$ cat config.mk
export PLATFORM = sky130hd
export DESIGN_NAME = seg7_source_sched_flat
export DESIGN_NICKNAME = d
export VERILOG_FILES = /design/src/rtl/seg7_source_sched_if.sv /design/src/rtl/seg7_source_sched.sv /design/src/flat_wrapper.sv
export SDC_FILE = /design/constraint.sdc
export NUM_CORES = 1
export LEC_CHECK = 0
export BUFFER_PORTS_ARGS = -buffer_cell sky130_fd_sc_hd__buf_2
export CAP_MARGIN = 20
export CORE_ASPECT_RATIO = 1.4
export CORE_MARGIN = 3
export CORE_UTILIZATION = 56
export CTS_CLUSTER_SIZE = 10
export DETAILED_ROUTE_END_ITERATION = 7
export GPL_ROUTABILITY_DRIVEN = 1
export MAX_ROUTING_LAYER = met4
export PLACE_DENSITY = 0.85
export SLEW_MARGIN = 20
export SYNTH_ARGS = -nofsm -noshare
export SYNTH_HDL_FRONTEND = slang
export SYNTH_SLANG_ARGS = --single-unit
$ cat constraint.sdc
create_clock -name clk_100MHz -period 2.4 [get_ports clk_100MHz]
set_clock_uncertainty 0.1 [all_clocks]
set_input_delay 0 -clock clk_100MHz [delete_from_list [all_inputs] [get_ports clk_100MHz]]
set_output_delay 0 -clock clk_100MHz [all_outputs]
set_load 0.02 [all_outputs]
$ cat src/rtl/seg7_source_sched_if.sv
// seg7_source_sched_if
//  Bundles the display-source bus of seg7_source_sched.
//  master: drives the four candidate values and the mode/button controls,
//          and receives the BCD digits and status.
//  slave : the scheduler/converter itself.
//  Signals:
//   src0..src3  WIDTH  candidate display values, unsigned
//   auto_mode   1      1: rotate on dwell timer, 0: manual via btn_next
//   btn_next    1      single-cycle pulse, advance source (manual only)
//   ones..thousands 4  BCD digits, thousands=4'hF means overflow
//   src_idx     2      currently selected source
//   busy        1      conversion in progress
//   upd         1      one-cycle pulse, digits just updated
interface seg7_source_sched_if #(
  parameter int WIDTH = 16
);
  logic [WIDTH-1:0] src0;
  logic [WIDTH-1:0] src1;
  logic [WIDTH-1:0] src2;
  logic [WIDTH-1:0] src3;
  logic             auto_mode;
  logic             btn_next;
  logic [3:0]       ones;
  logic [3:0]       tens;
  logic [3:0]       hundreds;
  logic [3:0]       thousands;
  logic [1:0]       src_idx;
  logic             busy;
  logic             upd;

  modport master (
    output src0, src1, src2, src3, auto_mode, btn_next,
    input  ones, tens, hundreds, thousands, src_idx, busy, upd
  );

  modport slave (
    input  src0, src1, src2, src3, auto_mode, btn_next,
    output ones, tens, hundreds, thousands, src_idx, busy, upd
  );
endinterface

$ cat src/rtl/seg7_source_sched.sv
// seg7_source_sched
//  Picks one of four debug values and converts it to four BCD digits with a
//  sequential double-dabble (one shift per clock). A conversion is started by
//  the periodic refresh tick, by a change of the selected source, or by a
//  request left pending from a previous busy period.
//  Ports:
//   clk_100MHz  system clock
//   reset_n     asynchronous active-low reset
//   bus         seg7_source_sched_if.slave (sources, controls, digits, status)
module seg7_source_sched #(
  parameter int WIDTH          = 16,
  parameter int REFRESH_CYCLES = 10_000_000,
  parameter int DWELL_TICKS    = 20
) (
  input  logic               clk_100MHz,
  input  logic               reset_n,
  seg7_source_sched_if.slave bus
);

  localparam int RC_W  = (REFRESH_CYCLES > 1) ? $clog2(REFRESH_CYCLES) : 1;
  localparam int DW_W  = (DWELL_TICKS > 1) ? $clog2(DWELL_TICKS) : 1;
  localparam int CNT_W = $clog2(WIDTH);
  localparam logic [RC_W-1:0]  RC_LAST  = RC_W'(REFRESH_CYCLES - 1);
  localparam logic [DW_W-1:0]  DW_LAST  = DW_W'(DWELL_TICKS - 1);
  localparam logic [CNT_W-1:0] CNT_LAST = CNT_W'(WIDTH - 1);

  typedef enum logic [1:0] {IDLE, LOAD, SHIFT, DONE} state_t;

  state_t           state_reg, state_next;
  logic             pending_reg, pending_next;
  logic [CNT_W-1:0] cnt_reg, cnt_next;
  logic [WIDTH-1:0] bin_reg, bin_next;
  logic [19:0]      bcd_reg, bcd_next;
  logic [15:0]      digits_reg, digits_next;
  logic             upd_reg, upd_next;
  logic [1:0]       src_idx_reg;
  logic [RC_W-1:0]  refresh_cnt_reg;
  logic [DW_W-1:0]  dwell_cnt_reg;

  logic             tick;
  logic             dwell_wrap;
  logic             advance;
  logic             trigger;
  logic [WIDTH-1:0] src_sel;
  logic [19:0]      bcd_adj;

  assign tick       = (refresh_cnt_reg == RC_LAST);
  assign dwell_wrap = bus.auto_mode && tick && (dwell_cnt_reg == DW_LAST);
  // Every advance changes src_idx, so it doubles as the "source changed" trigger.
  assign advance    = dwell_wrap || (!bus.auto_mode && bus.btn_next);
  assign trigger    = tick || advance || pending_reg;

  // Refresh timer, dwell timer and source index
  always_ff @(posedge clk_100MHz or negedge reset_n) begin
    if (!reset_n) begin
      refresh_cnt_reg <= '0;
      dwell_cnt_reg   <= '0;
      src_idx_reg     <= 2'd0;
    end else begin
      refresh_cnt_reg <= tick ? '0 : refresh_cnt_reg + 1'b1;
      if (!bus.auto_mode) begin
        dwell_cnt_reg <= '0;
      end else if (tick) begin
        dwell_cnt_reg <= dwell_wrap ? '0 : dwell_cnt_reg + 1'b1;
      end
      if (advance) begin
        src_idx_reg <= src_idx_reg + 2'd1;
      end
    end
  end

  always_comb begin
    case (src_idx_reg)
      2'd0:    src_sel = bus.src0;
      2'd1:    src_sel = bus.src1;
      2'd2:    src_sel = bus.src2;
      default: src_sel = bus.src3;
    endcase
  end

  // Double-dabble correction: any digit of 5 or more gets +3 before the shift
  genvar gi;
  generate
    for (gi = 0; gi < 5; gi++) begin : g_adj
      assign bcd_adj[gi*4 +: 4] = (bcd_reg[gi*4 +: 4] >= 4'd5) ?
                                  bcd_reg[gi*4 +: 4] + 4'd3 : bcd_reg[gi*4 +: 4];
    end
  endgenerate

  always_ff @(posedge clk_100MHz or negedge reset_n) begin
    if (!reset_n) begin
      state_reg   <= IDLE;
      pending_reg <= 1'b1;
      cnt_reg     <= '0;
      bin_reg     <= '0;
      bcd_reg     <= '0;
      digits_reg  <= '0;
      upd_reg     <= 1'b0;
    end else begin
      state_reg   <= state_next;
      pending_reg <= pending_next;
      cnt_reg     <= cnt_next;
      bin_reg     <= bin_next;
      bcd_reg     <= bcd_next;
      digits_reg  <= digits_next;
      upd_reg     <= upd_next;
    end
  end

  always_comb begin
    state_next   = state_reg;
    pending_next = pending_reg;
    cnt_next     = cnt_reg;
    bin_next     = bin_reg;
    bcd_next     = bcd_reg;
    digits_next  = digits_reg;
    upd_next     = 1'b0;

    // One-deep request latch: any trigger while busy leaves one follow-up
    if (state_reg != IDLE && trigger) begin
      pending_next = 1'b1;
    end

    case (state_reg)
      IDLE: begin
        if (trigger) begin
          state_next   = LOAD;
          pending_next = 1'b0;
        end
      end
      LOAD: begin
        bin_next   = src_sel;
        bcd_next   = '0;
        cnt_next   = '0;
        state_next = SHIFT;
      end
      SHIFT: begin
        {bcd_next, bin_next} = {bcd_adj, bin_reg} << 1;
        if (cnt_reg == CNT_LAST) begin
          state_next = DONE;
        end else begin
          cnt_next = cnt_reg + 1'b1;
        end
      end
      default: begin
        // A non-zero ten-thousands digit is shown as 'E' in the thousands place
        digits_next = {(bcd_reg[19:16] != 4'd0) ? 4'hF : bcd_reg[15:12],
                       bcd_reg[11:0]};
        upd_next    = 1'b1;
        state_next  = IDLE;
      end
    endcase
  end

  assign bus.ones      = digits_reg[3:0];
  assign bus.tens      = digits_reg[7:4];
  assign bus.hundreds  = digits_reg[11:8];
  assign bus.thousands = digits_reg[15:12];
  assign bus.src_idx   = src_idx_reg;
  assign bus.busy      = (state_reg != IDLE);
  assign bus.upd       = upd_reg;

endmodule

$ cat src/flat_wrapper.sv
// flat-port wrapper written by rule: the top's interface ports become plain ports
module seg7_source_sched_flat 
#(
  parameter int WIDTH          = 16,
  parameter int REFRESH_CYCLES = 10_000_000,
  parameter int DWELL_TICKS    = 20
)
  (clk_100MHz, reset_n, bus_src0, bus_src1, bus_src2, bus_src3, bus_auto_mode, bus_btn_next, bus_ones, bus_tens, bus_hundreds, bus_thousands, bus_src_idx, bus_busy, bus_upd);
  seg7_source_sched_if #(.WIDTH(WIDTH)) bus_i ();
  input  logic clk_100MHz;
  input  logic reset_n;
  input wire logic [$bits(bus_i.src0)-1:0] bus_src0;
  input wire logic [$bits(bus_i.src1)-1:0] bus_src1;
  input wire logic [$bits(bus_i.src2)-1:0] bus_src2;
  input wire logic [$bits(bus_i.src3)-1:0] bus_src3;
  input wire logic [$bits(bus_i.auto_mode)-1:0] bus_auto_mode;
  input wire logic [$bits(bus_i.btn_next)-1:0] bus_btn_next;
  output wire logic [$bits(bus_i.ones)-1:0] bus_ones;
  output wire logic [$bits(bus_i.tens)-1:0] bus_tens;
  output wire logic [$bits(bus_i.hundreds)-1:0] bus_hundreds;
  output wire logic [$bits(bus_i.thousands)-1:0] bus_thousands;
  output wire logic [$bits(bus_i.src_idx)-1:0] bus_src_idx;
  output wire logic [$bits(bus_i.busy)-1:0] bus_busy;
  output wire logic [$bits(bus_i.upd)-1:0] bus_upd;
  assign bus_i.src0 = bus_src0;
  assign bus_i.src1 = bus_src1;
  assign bus_i.src2 = bus_src2;
  assign bus_i.src3 = bus_src3;
  assign bus_i.auto_mode = bus_auto_mode;
  assign bus_i.btn_next = bus_btn_next;
  assign bus_ones = bus_i.ones;
  assign bus_tens = bus_i.tens;
  assign bus_hundreds = bus_i.hundreds;
  assign bus_thousands = bus_i.thousands;
  assign bus_src_idx = bus_i.src_idx;
  assign bus_busy = bus_i.busy;
  assign bus_upd = bus_i.upd;
  seg7_source_sched #(.WIDTH(WIDTH), .REFRESH_CYCLES(REFRESH_CYCLES), .DWELL_TICKS(DWELL_TICKS)) u_core (.clk_100MHz(clk_100MHz), .reset_n(reset_n), .bus(bus_i));
endmodule
==> run metrics, run 1 <==
status completed; commonest non-fill, non-tap cell in the layout dfrtp_1; Seq pwr share 33.9%; # port buffers 87; Critical Path Source Type flop; vias per cell 5.93; CP max stage cell or4_4; min Tclk post-route ~2.2 ns; Leakage 2.60 nW; clock sinks 91; H-tree depth 3; Root Driver clkbuf_16; CP max stage delay between 0.5 and 0.6 ns; Final Max Slew Viols 0; Slew @ Worst Pin 0.731 ns; initial antenna violation count 0; synth-to-layout area growth 19.1%; Avg WL per Cell 16.3 µm; post-synthesis net count about 590; CP Max Fanout 11; CP endpoint kind flop; cell area after layout 5800 µm²; Initial DRT Pass Iterations 6; YS warnings 0; CTS tree yes; Synth Register Bits 91; Ports 88; CTS resizes 0; Fin Hold WS 0.0220 ns; Max Buffers Root-to-Sink 2; vias in the first global route 4,057; Max Fclk around 450 MHz; NumNets Final 675; DIE WIDTH 84.8 µm; core area 8300 µm²; max-cap violations 0; # DRC 0; post-synthesis sequential area ratio 46.8%; Comb pwr share 40.7%; peak supply drop 0.671 mV; DRT iter0 DRCs 452; Layout Utilization 69.9%; fillers 612; Largest register FFs 24; final setup vio count 0; row cnt 39; Buf+Inv Stages, Crit Path 0; drt total wl between 10,000 and 15,000 µm; largest net degree at the start of global routing 50; cts hold-fix bufs 3; first-pass GRT wire length 18,700 µm; average size of a mapped cell 9.84 µm²; fraction of layout instances using a drive strength above 1 23.6%; Critical Path, Cell by Cell ha_1, nand2_1, or4_4, or4_1, a21oi_1; clock share of power 25.3%; Rel. slew slack 51.2%; placed cell area between 5000 and 6000 µm²; distinct cell type count after synthesis 45; Post-CTS Setup Bufs 0; WP data required 2.57 ns; Net Switching about 0.0023 W; total congestion overflow 0; # diodes 0; number of synthesized flops with an enable pin 0; Mapped Cells 495; Sw Ratio 38.5%; GPL Wtd Cong 0.893; Setup TNS 0 ns; initial cell density of the core 58.7%; Cell Area, Synth 4870 µm²; Die Y 116 µm; critical path class flop to flop; Hold Crit Class input port to flop; Die ar. a little under 10,000 µm²; asr flop ratio synth 100%; ys flop type dfrtp_1; Top Family by Delay on Critical Path simple AND/OR/NAND/NOR gates; P_int 0.00371 W; ANT nets after route 0; endpoints failing hold 0; Detail Placement HPWL ~8000 µm; worst-skew pair later-pin latency 0.34 ns; vias after detailed routing 4,100; most frequent cells in the layout 90 x dfrtp_1, 86 x buf_2, 47 x a21oi_1, 39 x nor2_1, 30 x inv_1; Final Cycle Share 93.1%; RSZ-0062 raised after global routing false; arrival time at the worst endpoint 2.40 ns; TritonCTS Buffers 9; Worst-path clk slew about 0.06 ns; GR Util All Layers between 20% and 30%; Power Dens Cells 1040 nW/µm²
[final timing paths]
path	end	slack, ns	cells after the start	startpoint
min	u_core.bin_reg[0]	0.02	4	bus_src1[0]
max in group asynchronous	u_core.refresh_cnt_reg[16]	1.44	3	reset_n
max	u_core.dwell_cnt_reg[0]	0.17	5	u_core.refresh_cnt_reg[0]
min reg2reg	u_core.bcd_reg[19]	0.40	2	u_core.bcd_reg[19]
min in group asynchronous	u_core.digits_reg[13]	0.11	2	reset_n
max reg2reg	u_core.dwell_cnt_reg[0]	0.17	5	u_core.refresh_cnt_reg[0]
[routing by layer]
metal / wire, µm / global-route usage [%] / vias to the layer above / part of all wire [%]
met4: 121 / 6.76 / 0 / 1.1
met3: 585 / 3.67 / 10 / 5.2
met1: 4520 / 28.1 / 1976 / 40
met2: 6060 / 44.5 / 135 / 54
li1: - / - / 1979 / -
met5: 0 / - / - / 0
[per-stage QoR]
step           setup slack [ns]  instances  total power [W]
2_1_floorplan             0.271        495          0.00383
3_3_place_gp              0.258        672          0.00439
3_5_place_dp              0.181        672          0.00450
4_1_cts                   0.172        691          0.00605
5_1_grt                  0.0375        691          0.00644
6_report                  0.165        691          0.00603
[cells by family after synthesis]
kind of cell,after synthesis,synth area share [%]
AO/OA/AOI/OAI,127,17.0
AND/OR/NAND/NOR,149,15.9
buffers and inverters,55,4.39
adder cells (fa/ha/maj),23,5.91
XOR/XNOR,29,5.22
flip-flops,91,46.8
multiplexers,21,4.78
[power by group through the flow]
stage	registers [W]	logic, W	clock network (W)
3_5_place_dp	0.00207	0.00243	0
3_3_place_gp	0.00205	0.00233	0
2_1_floorplan	0.00215	0.00169	0
5_1_grt	0.00208	0.00274	0.00161
4_1_cts	0.00205	0.00246	0.00155
6_report	0.00205	0.00246	0.00152
[area by class of cell]
cell class / count / area, µm² / share of cell area, %
Clock buffer: 9 / 225 / 3.88
Clock inverter: 7 / 100 / 1.73
Inverter: 30 / 113 / 1.94
Multi-Input combinational cell: 349 / 2380 / 41.0
Sequential cell: 91 / 2280 / 39.3
Tap cell: 102 / 128 / 2.20
Timing Repair Buffer: 103 / 578 / 9.97
[Yosys cell counts (2+ instances only)]
cell type | number | area [µm²]
o211ai_1 | 2 | 15.0
nand2_1 | 24 | 90.1
xnor2_1 | 25 | 219
nor3_1 | 11 | 55.1
a31oi_1 | 6 | 37.5
nand2b_1 | 7 | 43.8
clkbuf_1 | 23 | 86.3
dfrtp_1 | 90 | 2250
a222oi_1 | 16 | 160
xor2_1 | 4 | 35.0
nor2b_1 | 17 | 106
a211oi_1 | 15 | 113
and2_1 | 3 | 18.8
o32ai_1 | 4 | 35.0
mux2_2 | 18 | 203
o31ai_1 | 2 | 15.0
nor2_1 | 39 | 146
nand3_1 | 16 | 80.1
nand4_1 | 9 | 56.3
ha_1 | 23 | 288
o21ai_0 | 15 | 75.1
nor4bb_1 | 2 | 20.0
a21oi_1 | 47 | 235
o22ai_1 | 14 | 87.6
inv_1 | 30 | 113
or4_1 | 2 | 15.0
and3_1 | 2 | 12.5
and4_1 | 3 | 26.3
nor4_1 | 8 | 50.1
mux2i_1 | 3 | 30.0
[worst reg2reg max path: stages, from the launching register on]
cell,delay [ns]
dfrtp_1,0.41
ha_1,0.24
nand2_1,0.18
or4_4,0.59
or4_1,0.49
a21oi_1,0.15
(Power assumes the default switching activity.)
==> run 2: changes to the inputs <==
PLACE_DENSITY = 0.88   (was 0.85)
clock period = 2.3 ns   (was 2.4 ns; I/O delays follow)
==> run 2 against run 1 <==
Via count rose by 3.2%; sequential power rose by 4%; die area did not move; critical path type unchanged.
==> run metrics, run 2 (synthesis results as in run 1) <==
worst-skew pair later-pin latency 0.34 ns; Avg WL per Cell 17.3 µm; Worst Hold Depth 5; Rel. slew slack 49.6%; CP endpoint kind flop; Max Fclk 461 MHz; Root Driver clkbuf_16; placed cell area between 5000 and 6000 µm²; cell area after layout 5800 µm²; min Tclk post-route around 2.2 ns; peak supply drop roughly 0.73 mV; Final Cycle Share 94.4%; CP Max Fanout 16; arrival time at the worst endpoint 2.33 ns; synth-to-layout area growth 19.2%; row cnt 39; Final Max Slew Viols 0; max-cap violations 0; Power Dens Cells 1090 nW/µm²; NumNets Final 676; Placed Cells roughly 670; initial cell density of the core 58.7%; drt total wl 12,000 µm; H-tree depth 3; endpoints failing hold 0; Leakage 2.60 nW; ANT nets after route 0; Hold Crit Class input port to flop; # port buffers 87; CTS tree yes; Finished Layout Cells 693; r2r worst-path depth 6; GR Util All Layers 25.2%; GPL Wtd Cong 0.963; first-pass GRT wire length 19,200 µm; fillers 588; Worst-path clk slew 0.06 ns; Largest register FFs 24; Slew @ Worst Pin 0.756 ns; Die ar. around 9900 µm²; CP max stage delay 0.64 ns; Fin Hold WS 0.0441 ns; core area 8300 µm²; commonest non-fill, non-tap cell in the layout dfrtp_1; TritonCTS Buffers 9; Setup TNS 0 ns; # DRC 0; largest net degree at the start of global routing 48; critical path class flop to flop; Ports 88; Initial DRT Pass Iterations 7; Worst path most repeated cell a21oi_1; vias in the first global route 4,181; clock sinks 91; RSZ-0062 raised after global routing false; fraction of layout instances using a drive strength above 1 23.6%; total congestion overflow 0; DRT iter0 DRCs 436; vias per cell 6.11; DIE WIDTH about 85 µm; initial antenna violation count 1; Post-CTS Setup Bufs 0; status completed; Die Y 116 µm; vias after detailed routing about 4,200; Critical Path, Cell by Cell inv_1, ha_1, a222oi_1, a211oi_1, a21oi_1, a21oi_1; WP data required 2.46 ns; Detail Placement HPWL 8510 µm; CP max stage cell ha_1; Critical Path Source Type flop; Max Buffers Root-to-Sink 2; most frequent cells in the layout 90 x dfrtp_1, 86 x buf_2, 47 x a21oi_1, 39 x nor2_1, 30 x inv_1; final setup vio count 0
-- run 2: critical path, delay by kind of cell (launching register included) --
family	cells	cell delay, ns
compound gates	4	0.81
fa+ha+maj	1	0.64
buf+inv	1	0.11
flops	1	0.43
-- run 2: layer usage --
metal	share of wire, %	track usage, %	vias up
met5	0	-	-
met4	2.3	10.3	0
met3	6.8	4.16	28
met2	53	43.6	189
met1	38	29.3	2036
li1	-	-	1979
-- run 2: power breakdown --
part           internal (W)  switching (W)  leakage (nW)
clock network      0.000955       0.000584         0.155
registers           0.00193       0.000210          1.19
logic              0.000984        0.00164          1.25
total               0.00387        0.00243          2.60
-- run 2: final timing paths --
path | start | slack (ns) | endpoint
min | bus_src3[4] | 0.04 | u_core.bin_reg[4]
max reg2reg | u_core.bus.src_idx[0] | 0.13 | u_core.bin_reg[12]
min reg2reg | u_core.digits_reg[8] | 0.40 | u_core.digits_reg[8]
min in group asynchronous | reset_n | 0.11 | u_core.bin_reg[7]
max | u_core.bus.src_idx[0] | 0.13 | u_core.bin_reg[12]
max in group asynchronous | reset_n | 1.32 | u_core.bcd_reg[1]
-- run 2: final cells by class --
type	count	area [µm²]	share of cell area, %
clock buffers	14	284	4.90
clock inverters	1	30.0	0.518
diodes	2	5.00	0.0863
well taps	102	128	2.20
multi-input cells	349	2380	41.0
repair buffers	104	586	10.1
flip-flops and latches	91	2280	39.3
inverters	30	113	1.94
-- run 2: what timing repair did --
action	in CTS	in global routing
endpoints found under the hold margin	49	0
resized for setup	0	1
hold buffers	3	0
endpoints found under the setup margin	0	2
-- run 2: stage by stage --
stage | total power, W | utilization (%) | worst slack (ns)
floorplan | 0.00400 | - | 0.171
global placement | 0.00456 | 65.7 | 0.253
detailed placement | 0.00471 | 65.7 | 0.186
CTS | 0.00628 | 69.8 | 0.160
global route | 0.00668 | 69.9 | 0.0267
finish | 0.00631 | 69.9 | 0.130
